==> src/rtl/gd_param_update_if.sv <==
// Evaluator-side bus of the gradient-descent controller: parameters out, result and
// completion back.
// Handshake: start_func is a level request held until func_done is seen high; the
// controller then drops start_func and waits for func_done to return low, and a..d_out
// stay constant for as long as start_func is high.
interface gd_param_update_if;
   logic [15:0] a_out;
   logic [15:0] b_out;
   logic [15:0] c_out;
   logic [15:0] d_out;
   logic        start_func;
   logic        func_done;
   logic [31:0] z_in;

   modport master (
      output a_out, b_out, c_out, d_out, start_func,
      input  func_done, z_in
   );

   modport slave (
      input  a_out, b_out, c_out, d_out, start_func,
      output func_done, z_in
   );
endinterface

==> src/rtl/gd_param_update.sv <==
// Gradient-descent controller for f = (a-2)^2 + (c+2)^2 + (5d)^2 + (b^2 - 5) over four
// Q8.8 parameters, driving an external function evaluator through gd_param_update_if.
module gd_param_update #(
   parameter int          LR_SHIFT = 6,
   parameter int          MAX_ITER = 255,
   parameter int          ITER_W   = 8,
   parameter logic [31:0] TOL      = 32'd1
) (
   input  logic                  clk,
   input  logic                  rst_n,
   input  logic                  start,
   input  logic [15:0]           a_init,
   input  logic [15:0]           b_init,
   input  logic [15:0]           c_init,
   input  logic [15:0]           d_init,
   gd_param_update_if.master     ev,
   output logic [31:0]           z_final,
   output logic [ITER_W-1:0]     iter_count,
   output logic                  busy,
   output logic                  done,
   output logic                  converged,
   output logic                  sat_flag,
   output logic [2:0]            fsm_state
);

   localparam logic [2:0] S_IDLE    = 3'd0;
   localparam logic [2:0] S_EVAL    = 3'd1;
   localparam logic [2:0] S_RELEASE = 3'd2;
   localparam logic [2:0] S_CHECK   = 3'd3;
   localparam logic [2:0] S_UPDATE  = 3'd4;
   localparam logic [2:0] S_DONE    = 3'd5;

   localparam logic [ITER_W-1:0] MAX_CNT = ITER_W'(MAX_ITER);

   logic [2:0]         state;
   logic [15:0]        a_q, b_q, c_q, d_q;
   logic [31:0]        z_prev;

   logic signed [31:0] a_x, b_x, c_x, d_x;
   logic signed [31:0] ga, gb, gc, gd;
   logic [16:0]        a_n, b_n, c_n, d_n;
   logic signed [32:0] z_diff;
   logic [32:0]        z_mag;
   logic               any_clip;

   // {clipped, value}: clamp a 32-bit signed result into the Q8.8 range
   function automatic logic [16:0] clip16(input logic signed [31:0] v);
      if (v > 32'sd32767)
         return {1'b1, 16'h7FFF};
      else if (v < -32'sd32768)
         return {1'b1, 16'h8000};
      else
         return {1'b0, v[15:0]};
   endfunction

   always_comb begin
      a_x = {{16{a_q[15]}}, a_q};
      b_x = {{16{b_q[15]}}, b_q};
      c_x = {{16{c_q[15]}}, c_q};
      d_x = {{16{d_q[15]}}, d_q};
      ga  = (a_x - 32'sd512) <<< 1;
      gb  = b_x <<< 1;
      gc  = (c_x + 32'sd512) <<< 1;
      // 50*d built from shifts: 32 + 16 + 2
      gd  = (d_x <<< 5) + (d_x <<< 4) + (d_x <<< 1);
      a_n = clip16(a_x - (ga >>> LR_SHIFT));
      b_n = clip16(b_x - (gb >>> LR_SHIFT));
      c_n = clip16(c_x - (gc >>> LR_SHIFT));
      d_n = clip16(d_x - (gd >>> LR_SHIFT));
      any_clip = a_n[16] | b_n[16] | c_n[16] | d_n[16];
   end

   // 33-bit difference so opposite-sign extremes cannot wrap
   always_comb begin
      z_diff = {z_final[31], z_final} - {z_prev[31], z_prev};
      z_mag  = z_diff[32] ? (~z_diff + 33'd1) : z_diff;
   end

   always_ff @(posedge clk or negedge rst_n) begin
      if (!rst_n) begin
         state      <= S_IDLE;
         a_q        <= '0;
         b_q        <= '0;
         c_q        <= '0;
         d_q        <= '0;
         z_final    <= '0;
         z_prev     <= '0;
         iter_count <= '0;
         converged  <= 1'b0;
         sat_flag   <= 1'b0;
      end else begin
         case (state)
            S_IDLE: begin
               if (start) begin
                  a_q        <= a_init;
                  b_q        <= b_init;
                  c_q        <= c_init;
                  d_q        <= d_init;
                  iter_count <= '0;
                  converged  <= 1'b0;
                  sat_flag   <= 1'b0;
                  state      <= S_EVAL;
               end
            end
            S_EVAL: begin
               if (ev.func_done) begin
                  z_final <= ev.z_in;
                  state   <= S_RELEASE;
               end
            end
            S_RELEASE: begin
               if (!ev.func_done) state <= S_CHECK;
            end
            S_CHECK: begin
               if ((iter_count != '0) && (z_mag <= {1'b0, TOL})) begin
                  converged <= 1'b1;
                  state     <= S_DONE;
               end else if (iter_count == MAX_CNT) begin
                  converged <= 1'b0;
                  state     <= S_DONE;
               end else begin
                  state <= S_UPDATE;
               end
            end
            S_UPDATE: begin
               a_q        <= a_n[15:0];
               b_q        <= b_n[15:0];
               c_q        <= c_n[15:0];
               d_q        <= d_n[15:0];
               sat_flag   <= sat_flag | any_clip;
               z_prev     <= z_final;
               iter_count <= iter_count + 1'b1;
               state      <= S_EVAL;
            end
            S_DONE:  state <= S_IDLE;
            default: state <= S_IDLE;
         endcase
      end
   end

   // Request and status are decoded from state so a reset drops them immediately
   assign ev.start_func = (state == S_EVAL);
   assign ev.a_out      = a_q;
   assign ev.b_out      = b_q;
   assign ev.c_out      = c_q;
   assign ev.d_out      = d_q;
   assign busy          = (state != S_IDLE);
   assign done          = (state == S_DONE);
   assign fsm_state     = state;

endmodule

==> src/flat_wrapper.sv <==
// flat-port wrapper written by rule: the top's interface ports become plain ports
module gd_param_update_flat 
#(
   parameter int          LR_SHIFT = 6,
   parameter int          MAX_ITER = 255,
   parameter int          ITER_W   = 8,
   parameter logic [31:0] TOL      = 32'd1
)
  (clk, rst_n, start, a_init, b_init, c_init, d_init, z_final, iter_count, busy, done, converged, sat_flag, fsm_state, ev_a_out, ev_b_out, ev_c_out, ev_d_out, ev_start_func, ev_func_done, ev_z_in);
  gd_param_update_if ev_i ();
  input  logic clk;
  input  logic rst_n;
  input  logic start;
  input  logic [15:0] a_init;
  input  logic [15:0] b_init;
  input  logic [15:0] c_init;
  input  logic [15:0] d_init;
  output logic [31:0] z_final;
  output logic [ITER_W-1:0] iter_count;
  output logic busy;
  output logic done;
  output logic converged;
  output logic sat_flag;
  output logic [2:0] fsm_state;
  output wire logic [$bits(ev_i.a_out)-1:0] ev_a_out;
  output wire logic [$bits(ev_i.b_out)-1:0] ev_b_out;
  output wire logic [$bits(ev_i.c_out)-1:0] ev_c_out;
  output wire logic [$bits(ev_i.d_out)-1:0] ev_d_out;
  output wire logic [$bits(ev_i.start_func)-1:0] ev_start_func;
  input wire logic [$bits(ev_i.func_done)-1:0] ev_func_done;
  input wire logic [$bits(ev_i.z_in)-1:0] ev_z_in;
  assign ev_a_out = ev_i.a_out;
  assign ev_b_out = ev_i.b_out;
  assign ev_c_out = ev_i.c_out;
  assign ev_d_out = ev_i.d_out;
  assign ev_start_func = ev_i.start_func;
  assign ev_i.func_done = ev_func_done;
  assign ev_i.z_in = ev_z_in;
  gd_param_update #(.LR_SHIFT(LR_SHIFT), .MAX_ITER(MAX_ITER), .ITER_W(ITER_W), .TOL(TOL)) u_core (.clk(clk), .rst_n(rst_n), .start(start), .a_init(a_init), .b_init(b_init), .c_init(c_init), .d_init(d_init), .ev(ev_i), .z_final(z_final), .iter_count(iter_count), .busy(busy), .done(done), .converged(converged), .sat_flag(sat_flag), .fsm_state(fsm_state));
endmodule
==> config.mk <==
export PLATFORM = sky130hd
export DESIGN_NAME = gd_param_update_flat
export DESIGN_NICKNAME = d
export VERILOG_FILES = /design/src/rtl/gd_param_update_if.sv /design/src/rtl/gd_param_update.sv /design/src/flat_wrapper.sv
export SDC_FILE = /design/constraint.sdc
export NUM_CORES = 1
export LEC_CHECK = 0
export BUFFER_PORTS_ARGS = -buffer_cell sky130_fd_sc_hd__clkbuf_2
export CAP_MARGIN = 20
export CORE_MARGIN = 10
export CORE_UTILIZATION = 50
export CTS_BUF_LIST = sky130_fd_sc_hd__clkbuf_2
export CTS_CLUSTER_DIAMETER = 200
export DETAILED_ROUTE_END_ITERATION = 10
export GPL_ROUTABILITY_DRIVEN = 0
export PLACE_DENSITY_LB_ADDON = 0.1
export SLEW_MARGIN = 5
export SYNTH_ARGS = -nofsm -noshare
export SYNTH_HDL_FRONTEND = slang
export SYNTH_SLANG_ARGS = --single-unit
==> constraint.sdc <==
create_clock -name clk -period 4 [get_ports clk]
set_input_delay 0.6 -clock clk [delete_from_list [all_inputs] [get_ports clk]]
set_output_delay 0.6 -clock clk [all_outputs]
set_load 0.03 [all_outputs]
==> results of run 1 <==
Yosys cell counts (10+ instances only):
| cell | count |
|---|---|
| o21ai_0 | 154 |
| nand2_1 | 150 |
| dfrtp_1 | 141 |
| nor2_1 | 124 |
| a21oi_1 | 118 |
| inv_1 | 113 |
| ha_1 | 110 |
| xnor2_1 | 50 |
| clkbuf_1 | 45 |
| nor3_1 | 40 |
| nand3_1 | 39 |
| o22ai_1 | 39 |
| mux2_2 | 33 |
| xor2_1 | 30 |
| o21a_1 | 27 |
| nand4_1 | 26 |
| a211oi_1 | 23 |
| a21o_1 | 22 |
| or3_1 | 21 |
| fa_1 | 20 |
| buf_2 | 19 |
| nand2b_1 | 18 |
| nor2b_1 | 18 |
| a31oi_1 | 12 |
| and2_1 | 12 |
| and3_1 | 12 |
| o211ai_1 | 10 |
per-stage QoR:
step,utilization,hold slack [ps]
2_1_floorplan,-,304
3_3_place_gp,0.613,506
3_5_place_dp,0.613,511
4_1_cts,0.635,6.40
5_1_grt,0.656,1.65
6_report,0.656,74.9
area by class of cell:
class | instances | share of cell area
Clock inverter | 13 | 0.00960
Sequential cell | 141 | 0.206
Inverter | 114 | 0.0249
Tap cell | 335 | 0.0244
Clock buffer | 18 | 0.00524
Antenna cell | 2 | 0.000291
Timing Repair Buffer | 434 | 0.166
Multi-Input combinational cell | 1302 | 0.564
sequential cells by signal (all words and copies together) (netlist names), 3 cells and up:
register,cells
u_core.z_final,32
u_core.z_prev,32
u_core.ev.a_out,16
u_core.ev.b_out,16
u_core.ev.c_out,16
u_core.ev.d_out,16
u_core.iter_count,8
u_core.fsm_state,3
path summary, 6_finish.rpt:
| kind | to | slack (ps) | startpoint | cells after the start |
|---|---|---|---|---|
| max | u_core.ev.d_out[8] | -330 | u_core.ev.d_out[5] | 22 |
| min | u_core.ev.c_out[2] | 70 | c_init[2] | 3 |
| max reg2reg | u_core.ev.d_out[8] | -330 | u_core.ev.d_out[5] | 22 |
| min reg2reg | u_core.z_prev[31] | 560 | u_core.z_final[31] | 2 |
| max in group asynchronous | u_core.iter_count[4] | 2530 | rst_n | 3 |
| min in group asynchronous | u_core.z_final[3] | 430 | rst_n | 2 |
cells by family (layout without fill, tap and decap cells):
logic type,Yosys count,in the layout
compound gates,536,536
xor+xnor,81,81
fa+ha+maj,130,130
buf+inv,187,579
flops,141,141
mux,39,39
other cells,0,2
simple gates,516,516
tightest hold or removal path, cell delays in order:
cell,delay [ps]
clkbuf_2,70
o22ai_1,50
nor2_1,80
metal layers:
| metal | up-vias | share of wire | GRT usage |
|---|---|---|---|
| met2 | 460 | 0.49 | 0.439 |
| li1 | 6701 | - | - |
| met5 | - | 0 | 0 |
| met1 | 6708 | 0.42 | 0.310 |
| met3 | 78 | 0.062 | 0.0490 |
| met4 | 0 | 0.031 | 0.0875 |
what timing repair did:
| action | CTS | global route |
|---|---|---|
| endpoints found under the setup margin | 14 | 32 |
| pin swaps | 30 | 36 |
| endpoints found under the hold margin | 94 | 5 |
| buffers inserted | 7 | 11 |
| hold buffers | 11 | 5 |
| gates resized for setup | 39 | 85 |
==> qor.yml, run 1 <==
layout:
  nNetsFinal: 2240
  final_cell_area_um2: 17200
  seqCellArea_um2: 3540
  nFillCells: 2244
  final_cells: 2359
  drive_gt1_frac: 0.316
  multi_input_area_um2: 9710
  final_common_cell: "clkbuf_2"
  syn2layout_area_growth_pct: 28.6
  final_cell_mix: "228 x clkbuf_2, 196 x buf_4, 146 x nand2_1"
clocking:
  clock_sinks: 141
  cts_tree: "yes"
  clk_path_buf_depth: 2
  cts_root_buf: "clkbuf_2"
  worstSkewPairLatency_ps: 740
  path_clk_slew_ps: 260
  cts_inserted_buffers: 17
  htreeDepth: 4
synthesis:
  synth_compound_area_frac: 0.266
  synth.avg_cell_area_um2: 8.20
  synth_mux_area_frac: 0.0326
  synth-seq-cells: 141
  synth_ff_type: "dfrtp_1"
  synth-adder-area-share: 0.133
  synth_edf_count: 0
  synth_top_family_by_area: "compound AO/OA/AOI/OAI gates"
  synth_top_area_frac: 0.264
  async_flop_share: 1.00
  synth_area_leaders: "dfrtp_1 26%, ha_1 10%, o21ai_0 5.8%, a21oi_1 4.4%, nand2_1 4.2%"
  synth_nets: 1860
  synth_area_um2: 13400
  yosys.area.top_type: "dfrtp_1"
  synth-warning-count: 0
  yosysSeqAreaShare: 0.264
  yosys.area_share.xor_xnor: 0.0536
  synthCells: 1630
  yosysUniqueCellTypes: 108
  synthSimpleGateAreaFrac: 0.195
placement:
  placed_area_um2: 16100
  port_buffers: 211
  dp_hpwl_um: 33700
  dp.cells: 2291
  dp_slack_ps: -321
floorplan:
  die_y_um: 184
  io_pins: 212
  initial_core_util: 0.510
  die_w_um: 184
  fp-row-count: 59
  die_area_um2: 33700
  core_region_area_um2: 26200
timing:
  worst_slew_pin_slew_ps: 856
  rsz0062_at_grt: "yes"
  skew_ps: 55.3
  min_period_ps: 4330
  relSlewSlack: 0.429
  min_period_over_period: 1.08
  hold_viol: 0
  setup_violations: 13
  max_freq_mhz: 231
  final_critical_path_setup_slack_ps: -334
  finalSetupTns_ps: -3310
  drv_slew: 0
status:
  failed_checks: "setup timing"
  status: "complete, but fails checks"
drt:
  drtIter0Drc: 974
  dr.pass1.iters: 5
  drc: 0
  via_count: 13947
  routed_wirelength_um: 44200
  avgViaCountPerCell: 5.91
  wl_per_cell_um: 18.7
  final_antenna_net_count: 0
global_route:
  grt_first_pass_wirelength_um: 70800
  antenna_found_initial: 2
  grt_use_total: 0.254
  grt_start_max_net_pins: 87
  overflow: 0
  grt_pass1_vias: 14084
worst_setup_path:
  critical_path_arrival_ps: 4970
  crit_type: "reg2reg"
  critPathBufInv: 1
  start_kind: "register"
  cp_cell_sequence: "fa_1, ha_1, a41o_1, a21oi_2, o21ai_2, a21oi_2, o21ai_1, a21oi_2, o21ai_2, a21oi_1, nor2b_1, o21ai_1, a21oi_1, o21bai_1, ha_2, buf_6, a21o_1, a41o_1, nand2_1, nand2_2, o21a_4, a21oi_1"
  critPathCaptureType: "register"
  crit_slowest_cell: "fa_1"
  crit_fanout: 8
  cp_top_family: "compound AO/OA/AOI/OAI gates"
  crit_path_max_incr_delay_ps: 560
  required_ps: 4640
hold_path:
  hp-class: "in2reg"
flow_run:
  maxCapViolCount: 0
Power of run 1 is not shown: default switching activity piles up to over one toggle a cycle in this logic, so the estimate is an artifact.
==> run 2, diff against run 1 <==
==> constraint.sdc (replaced) <==
create_clock -name clk -period 4 [get_ports clk]
set_input_delay 0.2 -clock clk [delete_from_list [all_inputs] [get_ports clk]]
set_output_delay 0.2 -clock clk [all_outputs]
set_load 0.03 [all_outputs]
==> run 2 against run 1 <==
The flow still finishes with violations (setup timing). Via count up 2.6%. Routed wire length up 1.9%. Register-to-register slack worse by 50 ps. First-iteration DRC count up 17%. Setup slack worse by 50 ps. Sequential share of layout area down 0.70 points. Clock-buffer cell count up 1. Die area unchanged.
==> qor.yml, run 2 (same netlist as run 1, synthesis figures left out) <==
floorplan:
  io_pins: 212  # unchanged
  initial_core_util: 0.510  # unchanged
  die_y_um: 184  # unchanged
  die_area_um2: 33700  # unchanged
  core_region_area_um2: 26200  # unchanged
  fp-row-count: 59  # unchanged
  die_w_um: 184  # unchanged
worst_setup_path:
  cp-startpoint: "u_core.ev.d_out[2]"
  required_ps: 4660  # +20 ps
  cp_cell_sequence: "fa_1, ha_1, a41o_1, a21oi_2, o21ai_1, a21oi_2, o21ai_2, a21oi_2, o21ai_2, a21oi_1, nor2b_1, o21ai_1, a21oi_2, o21bai_4, ha_4, or3_4, nor3_4, nor3b_2, nor2_2, o21a_4, a21oi_2"
  crit_slowest_cell: "fa_1"
  cpMostUsedCell: "a21oi_2"
  crit_path_max_incr_delay_ps: 570  # about the same
  crit_type: "reg2reg"
  critical_path_arrival_ps: 5040  # +70 ps
  critPathCaptureType: "register"
  start_kind: "register"
  crit_fanout: 8  # unchanged
  reg2reg_from: "u_core.ev.d_out[2]"
global_route:
  grt_pass1_vias: 14535  # +3.2%
  grt_first_pass_wirelength_um: 72400  # +2.3%
  grt_use_total: 0.261  # +0.00663
  grt_start_max_net_pins: 65  # -25%
  overflow: 0  # unchanged
  antenna_found_initial: 2  # unchanged
clocking:
  clk_path_buf_depth: 2  # unchanged
  cts_inserted_buffers: 17  # unchanged
  cts_tree: "yes"
  htreeDepth: 4  # unchanged
  worstSkewPairLatency_ps: 780  # +40 ps
  clock_sinks: 141  # unchanged
  cts_root_buf: "clkbuf_2"
  path_clk_slew_ps: 280  # +20 ps
layout:
  reg_top3: "u_core.z_final (32), u_core.z_prev (32)"
  final_common_cell: "clkbuf_2"
  syn2layout_area_growth_pct: 33.1
  drive_gt1_frac: 0.289  # -0.0263
  final_cell_mix: "229 x clkbuf_2, 191 x buf_4, 147 x nand2_1"
  nNetsFinal: 2316  # +3.4%
  post-route-util: 0.679  # +0.0231
drt:
  final_antenna_net_count: 0  # unchanged
  routed_wirelength_um: 45000  # +1.9%
  via_count: 14312  # +2.6%
  wl_per_cell_um: 18.5  # -1.4%
  drc: 0  # unchanged
  drtIter0Drc: 1135  # +17%
  avgViaCountPerCell: 5.88  # -0.63%
  dr.pass1.iters: 6  # +1
timing:
  min_period_over_period: 1.10  # +0.0124
  drv_slew: 0  # unchanged
  final_critical_path_setup_slack_ps: -384  # -49.7 ps
  hold_viol: 0  # unchanged
  worst_slew_pin_slew_ps: 1110  # +255 ps
  rsz0062_at_grt: "yes"
  min_period_ps: 4380  # +49.7 ps
  finalSetupTns_ps: -4130  # -814 ps
  relSlewSlack: 0.257  # -0.172
  setup_violations: 14  # +1
  max_freq_mhz: 228  # -1.1%
  skew_ps: 60.3  # +5.04 ps
status:
  failed_checks: "setup timing"
  status: "complete, but fails checks"
placement:
  dp_slack_ps: -350  # -29.6 ps
  dp_hpwl_um: 33400  # -0.75%
  port_buffers: 211  # unchanged
hold_path:
  min_from: "ev_z_in[1]"
  hp-class: "in2reg"
flow_run:
  maxCapViolCount: 0  # unchanged
run 2: path summary, 6_finish.rpt:
kind                                         to  slack, ps  cells after the start
setup / recovery            u_core.ev.d_out[12]       -380                     21
hold / removal                u_core.z_final[1]        160                      3
min in group asynchronous     u_core.z_final[2]        470                      3
max in group asynchronous  u_core.iter_count[6]       2710                      4
setup reg to reg            u_core.ev.d_out[12]       -380                     21
hold reg to reg               u_core.z_prev[29]        560                      2
run 2: cell type report:
type,instances,area [um2]
diodes,2,5.00
well taps,335,419
inverters,114,428
fillers,2175,8400
multi-input cells,1302,9520
clock buffers,19,95.1
flip-flops and latches,141,3540
clock inverters,13,165
repair buffers,510,3630
run 2: critical path: cells and delay by family, from the launching register on:
kind / cells / cell delay, ps
compound gates: 13 / 1970
fa+ha+maj: 3 / 970
simple gates: 5 / 810
flops: 1 / 500
run 2: what timing repair did:
action / in CTS / in global routing
pin swaps: 33 / 29
cloned: 0 / 0
endpoints found under the setup margin: 14 / 31
hold buffers: 101 / 0
gates resized for setup: 35 / 45
hold endpoints to repair: 194 / 0
buffers inserted: 11 / 3
run 2: metal layers:
metal,global-route usage,up-vias,share of wire
li1,-,6858,-
met1,0.316,6826,0.41
met2,0.444,528,0.49
met3,0.0492,100,0.067
met4,0.111,0,0.037
met5,0,-,0
run 2: through the flow:
stage	cell area, um2	instances	hold WS [ps]
after global placement	16000	2286	295
after detailed placement	16000	2286	295
after CTS	17500	2430	109
final	17800	2436	156
after global routing	17800	2436	104
after floorplan	13500	1630	-95.6
Power of run 2 is left out for the same reason.
